--- config.mk ---
export PLATFORM = sky130hd
export DESIGN_NAME = memory_router
export DESIGN_NICKNAME = d
export VERILOG_FILES = /design/src/rtl/memory_router_pkg.sv /design/src/rtl/memory_router_decode.sv /design/src/rtl/memory_router.sv
export SDC_FILE = /design/constraint.sdc
export NUM_CORES = 1
export LEC_CHECK = 0
export ABC_AREA = 1
export CAP_MARGIN = 20
export CORE_AREA = 8 8 177 179
export DETAILED_ROUTE_END_ITERATION = 8
export DIE_AREA = 0 0 185 187
export PLACE_DENSITY = 0.69
export SLEW_MARGIN = 15
export SYNTH_ARGS = -nofsm -noshare
export SYNTH_HDL_FRONTEND = slang
export SYNTH_SLANG_ARGS = --single-unit
--- constraint.sdc ---
create_clock -name clk -period 2.7 [get_ports clk]
set_clock_uncertainty 0.05 [all_clocks]
set_input_delay 0.27 -clock clk [delete_from_list [all_inputs] [get_ports clk]]
set_output_delay 0.27 -clock clk [all_outputs]
set_load 0.01 [all_outputs]
--- src/rtl/memory_router_pkg.sv ---
// Memory router shared types and the default CPU memory map.
package memory_router_pkg;

    typedef enum logic [1:0] {
        S_IDLE,
        S_ISSUE,
        S_WAIT,
        S_RESP
    } state_e;

    localparam int MR_NUM_T  = 4;
    localparam int MR_ADDR_W = 27;
    localparam int MR_DATA_W = 32;

    localparam logic [MR_ADDR_W-1:0] MR_T0_BASE = 27'h0000000;
    localparam logic [MR_ADDR_W-1:0] MR_T1_BASE = 27'h0800000;
    localparam logic [MR_ADDR_W-1:0] MR_T2_BASE = 27'h1000000;
    localparam logic [MR_ADDR_W-1:0] MR_T3_BASE = 27'h1000800;

    localparam logic [MR_ADDR_W-1:0] MR_T0_SIZE = 27'h0800000;
    localparam logic [MR_ADDR_W-1:0] MR_T1_SIZE = 27'h0800000;
    localparam logic [MR_ADDR_W-1:0] MR_T2_SIZE = 27'h0000800;
    localparam logic [MR_ADDR_W-1:0] MR_T3_SIZE = 27'h0000800;

    localparam logic [MR_NUM_T*MR_ADDR_W-1:0] MR_DEF_BASE =
        {MR_T3_BASE, MR_T2_BASE, MR_T1_BASE, MR_T0_BASE};
    localparam logic [MR_NUM_T*MR_ADDR_W-1:0] MR_DEF_SIZE =
        {MR_T3_SIZE, MR_T2_SIZE, MR_T1_SIZE, MR_T0_SIZE};

    function automatic int sel_w(input int n);
        return (n > 1) ? $clog2(n) : 1;
    endfunction

endpackage

--- src/rtl/memory_router_decode.sv ---
// Address decoder: finds the target region holding an address.
module memory_router_decode
    import memory_router_pkg::*;
#(
    parameter int NUM_T  = MR_NUM_T,
    parameter int ADDR_W = MR_ADDR_W,
    parameter logic [NUM_T*ADDR_W-1:0] BASE = MR_DEF_BASE,
    parameter logic [NUM_T*ADDR_W-1:0] SIZE = MR_DEF_SIZE,
    parameter int SW = sel_w(NUM_T)
) (
    input  logic [ADDR_W-1:0] addr_i,
    output logic              hit_o,
    output logic [SW-1:0]     sel_o,
    output logic [ADDR_W-1:0] off_o
);

    // Scan high to low so the lowest matching index is left standing.
    always_comb begin
        hit_o = 1'b0;
        sel_o = '0;
        off_o = '0;
        for (int i = NUM_T - 1; i >= 0; i--) begin
            if ({1'b0, addr_i} >= {1'b0, BASE[i*ADDR_W +: ADDR_W]} &&
                {1'b0, addr_i} < ({1'b0, BASE[i*ADDR_W +: ADDR_W]} +
                                  {1'b0, SIZE[i*ADDR_W +: ADDR_W]})) begin
                hit_o = 1'b1;
                sel_o = SW'(i);
                off_o = addr_i - BASE[i*ADDR_W +: ADDR_W];
            end
        end
    end

endmodule

--- src/rtl/memory_router.sv ---
// Routes single CPU word requests to one of NUM_T memory targets.
module memory_router
    import memory_router_pkg::*;
#(
    parameter int NUM_T   = MR_NUM_T,
    parameter int ADDR_W  = MR_ADDR_W,
    parameter int DATA_W  = MR_DATA_W,
    parameter logic [NUM_T*ADDR_W-1:0] BASE = MR_DEF_BASE,
    parameter logic [NUM_T*ADDR_W-1:0] SIZE = MR_DEF_SIZE,
    parameter int TIMEOUT = 1024
) (
    input  logic                     clk,
    input  logic                     reset,
    input  logic [ADDR_W-1:0]        address,
    input  logic [DATA_W-1:0]        data,
    input  logic                     we,
    input  logic                     start,
    output logic                     busy,
    output logic                     done,
    output logic                     error,
    output logic [DATA_W-1:0]        q,
    output logic [NUM_T-1:0]         t_start,
    output logic [NUM_T-1:0]         t_we,
    output logic [NUM_T*ADDR_W-1:0]  t_addr,
    output logic [NUM_T*DATA_W-1:0]  t_d,
    input  logic [NUM_T-1:0]         t_done,
    input  logic [NUM_T*DATA_W-1:0]  t_q
);

    localparam int SW = sel_w(NUM_T);
    localparam int CW = (TIMEOUT > 1) ? $clog2(TIMEOUT + 1) : 1;

    state_e            state_q, state_d;
    logic [SW-1:0]     sel_q, sel_d;
    logic [ADDR_W-1:0] off_q, off_d;
    logic [DATA_W-1:0] data_q, data_d;
    logic              we_q, we_d;
    logic              err_q, err_d;
    logic [DATA_W-1:0] q_q, q_d;
    logic [CW-1:0]     cnt_q, cnt_d;

    logic              dec_hit;
    logic [SW-1:0]     dec_sel;
    logic [ADDR_W-1:0] dec_off;
    logic              sel_done;
    logic              expire;

    memory_router_decode #(
        .NUM_T  (NUM_T),
        .ADDR_W (ADDR_W),
        .BASE   (BASE),
        .SIZE   (SIZE),
        .SW     (SW)
    ) u_decode (
        .addr_i (address),
        .hit_o  (dec_hit),
        .sel_o  (dec_sel),
        .off_o  (dec_off)
    );

    assign sel_done = t_done[sel_q];
    assign expire   = (TIMEOUT != 0) && (cnt_q == CW'(TIMEOUT - 1));

    assign busy  = (state_q == S_ISSUE) || (state_q == S_WAIT);
    assign done  = (state_q == S_RESP);
    assign error = (state_q == S_RESP) && err_q;
    assign q     = q_q;

    always_comb begin
        t_start = '0;
        t_we    = '0;
        t_addr  = '0;
        t_d     = '0;
        if (state_q == S_ISSUE) begin
            t_start[sel_q] = 1'b1;
        end
        if (busy) begin
            t_we[sel_q]                    = we_q;
            t_addr[sel_q*ADDR_W +: ADDR_W] = off_q;
            t_d[sel_q*DATA_W +: DATA_W]    = data_q;
        end
    end

    always_comb begin
        state_d = state_q;
        sel_d   = sel_q;
        off_d   = off_q;
        data_d  = data_q;
        we_d    = we_q;
        err_d   = err_q;
        q_d     = q_q;
        cnt_d   = cnt_q;
        unique case (state_q)
            S_IDLE: begin
                if (start) begin
                    sel_d  = dec_sel;
                    off_d  = dec_off;
                    data_d = data;
                    we_d   = we;
                    cnt_d  = '0;
                    if (dec_hit) begin
                        err_d   = 1'b0;
                        state_d = S_ISSUE;
                    end else begin
                        err_d   = 1'b1;
                        q_d     = '0;
                        state_d = S_RESP;
                    end
                end
            end
            S_ISSUE: begin
                cnt_d   = '0;
                state_d = S_WAIT;
            end
            S_WAIT: begin
                cnt_d = cnt_q + 1'b1;
                // Target completion beats a simultaneous timeout.
                if (sel_done) begin
                    if (!we_q) begin
                        q_d = t_q[sel_q*DATA_W +: DATA_W];
                    end
                    err_d   = 1'b0;
                    state_d = S_RESP;
                end else if (expire) begin
                    err_d   = 1'b1;
                    q_d     = '0;
                    state_d = S_RESP;
                end
            end
            S_RESP: begin
                state_d = S_IDLE;
            end
            default: begin
                state_d = S_IDLE;
            end
        endcase
    end

    always_ff @(posedge clk) begin
        if (reset) begin
            state_q <= S_IDLE;
            sel_q   <= '0;
            off_q   <= '0;
            data_q  <= '0;
            we_q    <= 1'b0;
            err_q   <= 1'b0;
            q_q     <= '0;
            cnt_q   <= '0;
        end else begin
            state_q <= state_d;
            sel_q   <= sel_d;
            off_q   <= off_d;
            data_q  <= data_d;
            we_q    <= we_d;
            err_q   <= err_d;
            q_q     <= q_d;
            cnt_q   <= cnt_d;
        end
    end

endmodule

==> impl_metrics.csv <==
group,metric,value,unit
run_status,outcome,"complete, but fails checks",
run_status,failed_checks,"negative setup slack",
yosys,synth_area_leaders,"dfxtp_1 27%, nor2_1 13%, nand2_1 9.6%",
final_layout,regArea,0.002168,mm^2
floorplanning,die_y,187,um
critical_path,crit_fanout,34,
clock_network,cts_hold_buf,0,
sta,fin_ws,-0.02828,ns
critical_path,worstPathArrival,2.41,ns
yosys,synth-async-reset-ratio,0,%
power,pwr-share-comb,53.2,%
sta,fmax,366.5,MHz
sta,slew_violations,0,
final_layout,area_growth,74.22,%
yosys,synth-seq-cells,108,
hold_path,hold_path_depth,2,
sta,setup_viol,2,
critical_path,cpMaxStageDelayCell,"clkdlybuf4s50_1",
power,power.total,0.007701,W
sta,slew_headroom,56.07,%
yosys,syn_area,0.007895,mm^2
critical_path,path_cells,"buf_8 > ha_1 > inv_1 > nor3_4 > inv_4 > buf_12 > nor2_1 > clkdlybuf4s50_1",
detailed_routing,vias,11159,
yosys,netlist_instances,1364,
final_layout,final_nets,2021,
critical_path,crit_type,"reg2out",
detailed_routing,drt_iter0_markers,664,
critical_path,reg2reg_depth,9,
clock_network,cts.htree.levels,3,
global_route,antenna_found_initial,2,
clock_network,root_buffer,"clkbuf_16",
placement,port_buffers,473,
critical_path,cp_num_buf_inv,5,
yosys,ys_types,36,
global_route,gr-total-overflow,0,
global_route,grt_max_degree,85,
placement,globalplace.congestion,0.9225,
power,p_int,0.004355,W
placement,dp_hpwl,33620,um
power,p_clk_share,18.6,%
yosys,ys_warn_count,0,
yosys,seq_area_frac_synth,27.39,%
final_layout,multi_input_area,0.004863,mm^2
sta,tightest_slew,0.6590,ns
clock_network,cts_tree,"yes",
critical_path,r2r_setup_slack,0.27,ns
final_layout,antenna_cells,0,
sta,fin_crit_sh,101.0,%
yosys,synth_largest_area_cell,"dfxtp_1",
global_route,grt_usage,24.09,%
power,p_switching,0.003346,W
floorplanning,boundaryPins,474,
critical_path,crit_path_max_incr_delay,0.54,ns
hold_path,min-delay-start,"cnt_q[8]",
critical_path,critPathRequiredTime,2.38,ns
floorplanning,core_area,0.02839,mm^2
floorplanning,start_util,27.81,%
sta,final-hold-violation-count,0,
yosys,synth.avg_cell_area,5.788,um^2
hold_path,hp-class,"reg2reg",
yosys,synth-edff-count,0,
final_layout,drive_gt1_share,7.170,%
clock_network,numCtsBuffers,9,
sta,min_period,2.728,ns
power,ir_worst_vdd,0.0004161,V
critical_path,endpoint_kind,"output port",
yosys,synth_fp_nets,1577,
sta,whs,0.4032,ns
floorplanning,num_rows,62,
run,max_cap_violations,0,
power,leakage,6.975,nW
power,swShare,43.45,%
detailed_routing,wl,43880,um
floorplanning,die_area,0.03460,mm^2
floorplanning,die_w,185,um
sta,rsz0062_at_grt,"true",
clock_network,insertion_delay,0.35,ns
final_layout,fillers,2980,
critical_path,r2r_start,"state_q[0]",
critical_path,cp_top_family,"buffers and inverters",
global_route,grt_pass1_vias,11070,
detailed_routing,wl_per_cell,19.97,um
power,powerDensity,559.9,mW/mm^2
detailed_routing,drtPass1Iterations,5,
clock_network,path_clk_slew,0.07,ns
detailed_routing,ant_nets,0,
critical_path,path_depth,8,
detailed_routing,viasPerCell,5.079,
hold_path,min_to,"cnt_q[8]",
yosys,synthFlopType,"dfxtp_1",
detailed_routing,drc_errors,0,
global_route,grt_pass1_wl,65440,um
clock_network,clock_sinks,108,
clock_network,clock_tree.buffer_depth,2,
critical_path,r2r_end,"cnt_q[10]",
placement,preCtsSetupSlack,0.008112,ns
power,sequentialPowerShare,28.2,%
critical_path,cp-start-kind,"flop",
yosys,synth_top_area_share,27.39,%
## worst max path at each step
stage          startpoint          end
2_1_floorplan    sel_q[0]      t_d[22]
3_3_place_gp     sel_q[0]      t_d[62]
3_5_place_dp     sel_q[0]  t_addr[105]
4_1_cts        state_q[0]  t_addr[105]
5_1_grt        state_q[0]     t_d[101]
6_report         sel_q[0]     t_d[101]
## power by group through the flow
stage | combinational (W) | sequential [W] | clock [W]
floorplan | 0.00232 | 0.00220 | 0
global placement | 0.00398 | 0.00218 | 0
detailed placement | 0.00404 | 0.00219 | 0
CTS | 0.00408 | 0.00216 | 0.00147
global route | 0.00449 | 0.00221 | 0.00153
finish | 0.00410 | 0.00217 | 0.00143
## layout make-up
| class | count | share of cell area (%) |
|---|---|---|
| Clock inverter | 5 | 0.5003 |
| Timing Repair Buffer | 540 | 39.61 |
| Tap cell | 384 | 3.493 |
| Clock buffer | 11 | 1.765 |
| Sequential cell | 108 | 15.76 |
| Multi-Input combinational cell | 1023 | 35.36 |
| Inverter | 126 | 3.511 |
## timing repair
item	CTS	global route
setup buffers	3	0
endpoints found under the setup margin	236	158
resized for setup	161	121
pin swaps	5	0
cloned	2	0
## synthesized netlist by cell type, types with 2 or more instances
cell	n
nand3_1	107
nor2_4	2
xor2_1	3
o22ai_1	32
a31oi_1	2
nand2_2	3
o21ai_0	115
inv_2	4
nor2_2	4
dfxtp_1	108
inv_1	119
buf_4	7
o21bai_1	2
buf_1	12
nand2_1	202
a21oi_1	105
nor2_1	276
nand4_1	6
buf_6	5
ha_1	18
clkbuf_1	80
or2_2	2
o21ai_1	2
clkinv_1	2
nor3_1	133
buf_2	3
## flip-flops by register name, indices dropped and copies added, names as in the netlist
name and cells:
we_q 1, sel_q 2, state_q 2, err_q 1
cnt_q 11, data_q 32, q 32, off_q 27
## through the flow
step | util, % | area (um^2) | setup TNS, ns | std cells
final | 48.44 | 13750 | -0.03794 | 2197
after global routing | 48.44 | 13750 | -1.235 | 2197
after CTS | 47.75 | 13560 | -5.047 | 2197
after detailed placement | 46.79 | 13290 | 0 | 2176
after global placement | 46.79 | 13290 | 0 | 2176
after floorplan | - | 7895 | 0 | 1364
## layer usage
metal	global-route usage (%)	part of all wire (%)
met2	41.68	48
met4	10.90	4.5
met3	6.022	8.5
met1	27.35	39
met5	0	0.052
## logic make-up (layout without fill, tap and decap cells)
kind of cell             after synthesis  after routing  synth area share [%]
AO/OA/AOI/OAI                        261            261                 17.51
XOR/XNOR                               3              3                0.3329
adder cells (fa/ha/maj)               18             18                 2.853
buffers and inverters                233            682                 11.95
flip-flops                           108            108                 27.39
AND/OR/NAND/NOR                      741            741                 39.97
## worst register-to-register path: stages (launching register included)
cell and delay, ns:
dfxtp_2 0.34, inv_1 0.09, ha_1 0.32, inv_1 0.10
or2_2 0.29, nand2_1 0.17, inv_1 0.13, a21oi_1 0.41
inv_1 0.22, nor3_1 0.23
## layout by cell type, fill, tap and decap left out, types with 3 or more instances in the layout
master and instances:
dfxtp_1 105, ha_1 16, nand3_1 107, clkbuf_2 8, nor2_2 5, dlygate4sd2_1 128, nor2_1 273, nand2_1 198
clkdlybuf4s50_1 252, o22ai_1 32, clkdlybuf4s15_1 6, inv_1 116, inv_2 6, dlymetal6s2s_1 75, clkbuf_16 9, nand4_1 6
dlygate4sd1_1 4, xor2_1 3, nor3_2 3, buf_4 50, o21ai_0 115, nand2_2 6, a21oi_1 105, nor3_1 129
buf_12 13, nor2_4 4
No activity file was read; power rests on OpenSTA's default activity.
==> RTL edit (same flow settings) <==
`MR_NUM_T`: 4 -> 5.
--- a/src/rtl/memory_router_pkg.sv
+++ b/src/rtl/memory_router_pkg.sv
@@ -10,3 +10,3 @@
 
-    localparam int MR_NUM_T  = 4;
+    localparam int MR_NUM_T  = 5;
     localparam int MR_ADDR_W = 27;
Interface: changed (6 resized); port bits go from 474 to 568. No check against the original RTL was run, so the function may have changed too.
==> RTL edit against the original RTL <==
  * Register-to-register slack better by 0.05 ns
  * Final area up 4.9%
  * Largest cell class unchanged
  * Area after synthesis rose by 3.3%
  * Worst setup slack gained 0.13 ns
  * Via count increased by 4.1%
  * Highest routed layer unchanged
  * Critical path type unchanged
  * Power decreased by 0.77%
  * Sequential cell count unchanged
  * Wire length up 8.9%
==> RTL edit: results (changes against the original RTL) <==
stage;metric;value;unit;change
grt;grt_util_met3;8.644;%;+2.6 points
grt;grt_max_degree;65;;-24%
timing;whs;0.4170;ns;+0.01381 ns
power;p_per_area;529.8;mW/mm2;-5.4%
setup_path;crit_start;state_q[0]$_SDFFE_PP0P_;;
grt;met2_usage;45.81;%;+4.1 points
finish;drive_gt1_share;5.972;%;-1.2 points
setup_path;cpPeakStageDelay;0.36;ns;-0.18 ns
synth;synth_adder_area_share;2.915;%;+0.062 points
setup_path;crit_end;t_d[129];;
timing;worst_pin_slew;0.7978;ns;+0.1389 ns
synth;synthTopCellsByArea;dfxtp_1, nor2_1, nand2_1;;
clocking;cts.clk_slew.worst_paths;0.09;ns;+0.02 ns
synth;ys_seq_area_share;26.51;%;-0.88 points
finish;stdcell_count;2296;;+4.5%
setup_path;r2r_start;sel_q[1]$_SDFFE_PP0P_;;
finish;n_fill_cell;2946;;-1.1%
synth;synth_common_cells;nor2_1, nand2_1, nor3_1;;
setup_path;rr_worst_depth;14;;+5
finish;fin_nets;2151;;+6.4%
synth;synth-xor-area-share;0.3221;%;-0.011 points
placement;pre_cts_slack;0.1015;ns;+0.09340 ns
grt;grt_pass1_vias;11520;;+4.1%
min_path;hp-start;off_q[25]$_SDFFE_PP0P_;;
detailed_routing;drt_first_iter_violations;600;;-9.6%
placement;port_buffers;532;;+12%
min_path;hold_path_depth;2;;unchanged
detailed_routing;wl_met3;4.571;mm;+23%
synth;synth_compound_area_share;16.57;%;-0.94 points
setup_path;slowest_stage;dfxtp_2;;
power;vdd_drop_max;0.4983;mV;+20%
setup_path;r2r-end;q[13]$_SDFFE_PP0P_;;
placement;gp_congestion;0.9349;;+1.3%
placement;placed_area;0.01398;mm2;+5.2%
placement;dp.final_hpwl;36.97;mm;+10%
detailed_routing;wl_met1;18.46;mm;+7.9%
grt;track_usage;26.18;%;+2.1 points
timing;period_minus_slack;2.599;ns;-0.1295 ns
grt;antenna_found_initial;4;;+2
setup_path;crit_arrival;2.28;ns;-0.13 ns
power;p_leak;7.827;nW;+12%
detailed_routing;wl_met2;22.97;mm;+9.2%
status;outcome;finished, final reports clean;;
min_path;whs_endpoint;off_q[25]$_SDFFE_PP0P_;;
synth;syn_inst;1427;;+4.6%
setup_path;worstPathMaxFanout;29;;-15%
detailed_routing;wl_per_cell;20.81;um;+4.2%
synth;synth_cell_types;37;;+2.8%
grt;grt_pass1_wl;70.67;mm;+8.0%
setup_path;reg2reg_setup_slack;0.32;ns;+0.05 ns
-- RTL edit: cell count changes in the layout (fill, tap and decap cells not counted), moves of 6 or more --
cell	delta
buf_4	-14
clkbuf_2	-8
nor2_1	+66
o21ai_0	-8
dlygate4sd2_1	+67
dlymetal6s2s_1	+23
clkdlybuf4s50_1	-15
inv_1	-11
nand3_1	-6
-- RTL edit: area by class of cell --
type / count / area share, %
timing repair buffer: 582 / 40.77
inverter: 118 / 3.088
multi-input combinational: 1085 / 35.53
clock inverter: 7 / 0.6246
antenna: 3 / 0.05205
tap: 384 / 3.331
sequential: 108 / 15.03
clock buffer: 9 / 1.562
-- RTL edit: what timing repair did --
action / in CTS / in global routing
gates cloned: 1 / 0
pin swaps: 2 / 2
resized for setup: 209 / 107
buffers inserted: 1 / 0
endpoints found under the setup margin: 277 / 108
hold buffers: 0 / 0
-- RTL edit: power breakdown --
part | internal (mW) | switching, mW
Clock | 0.744 | 0.707
Sequential | 1.94 | 0.213
Combinational | 1.58 | 2.45
Total | 4.27 | 3.37
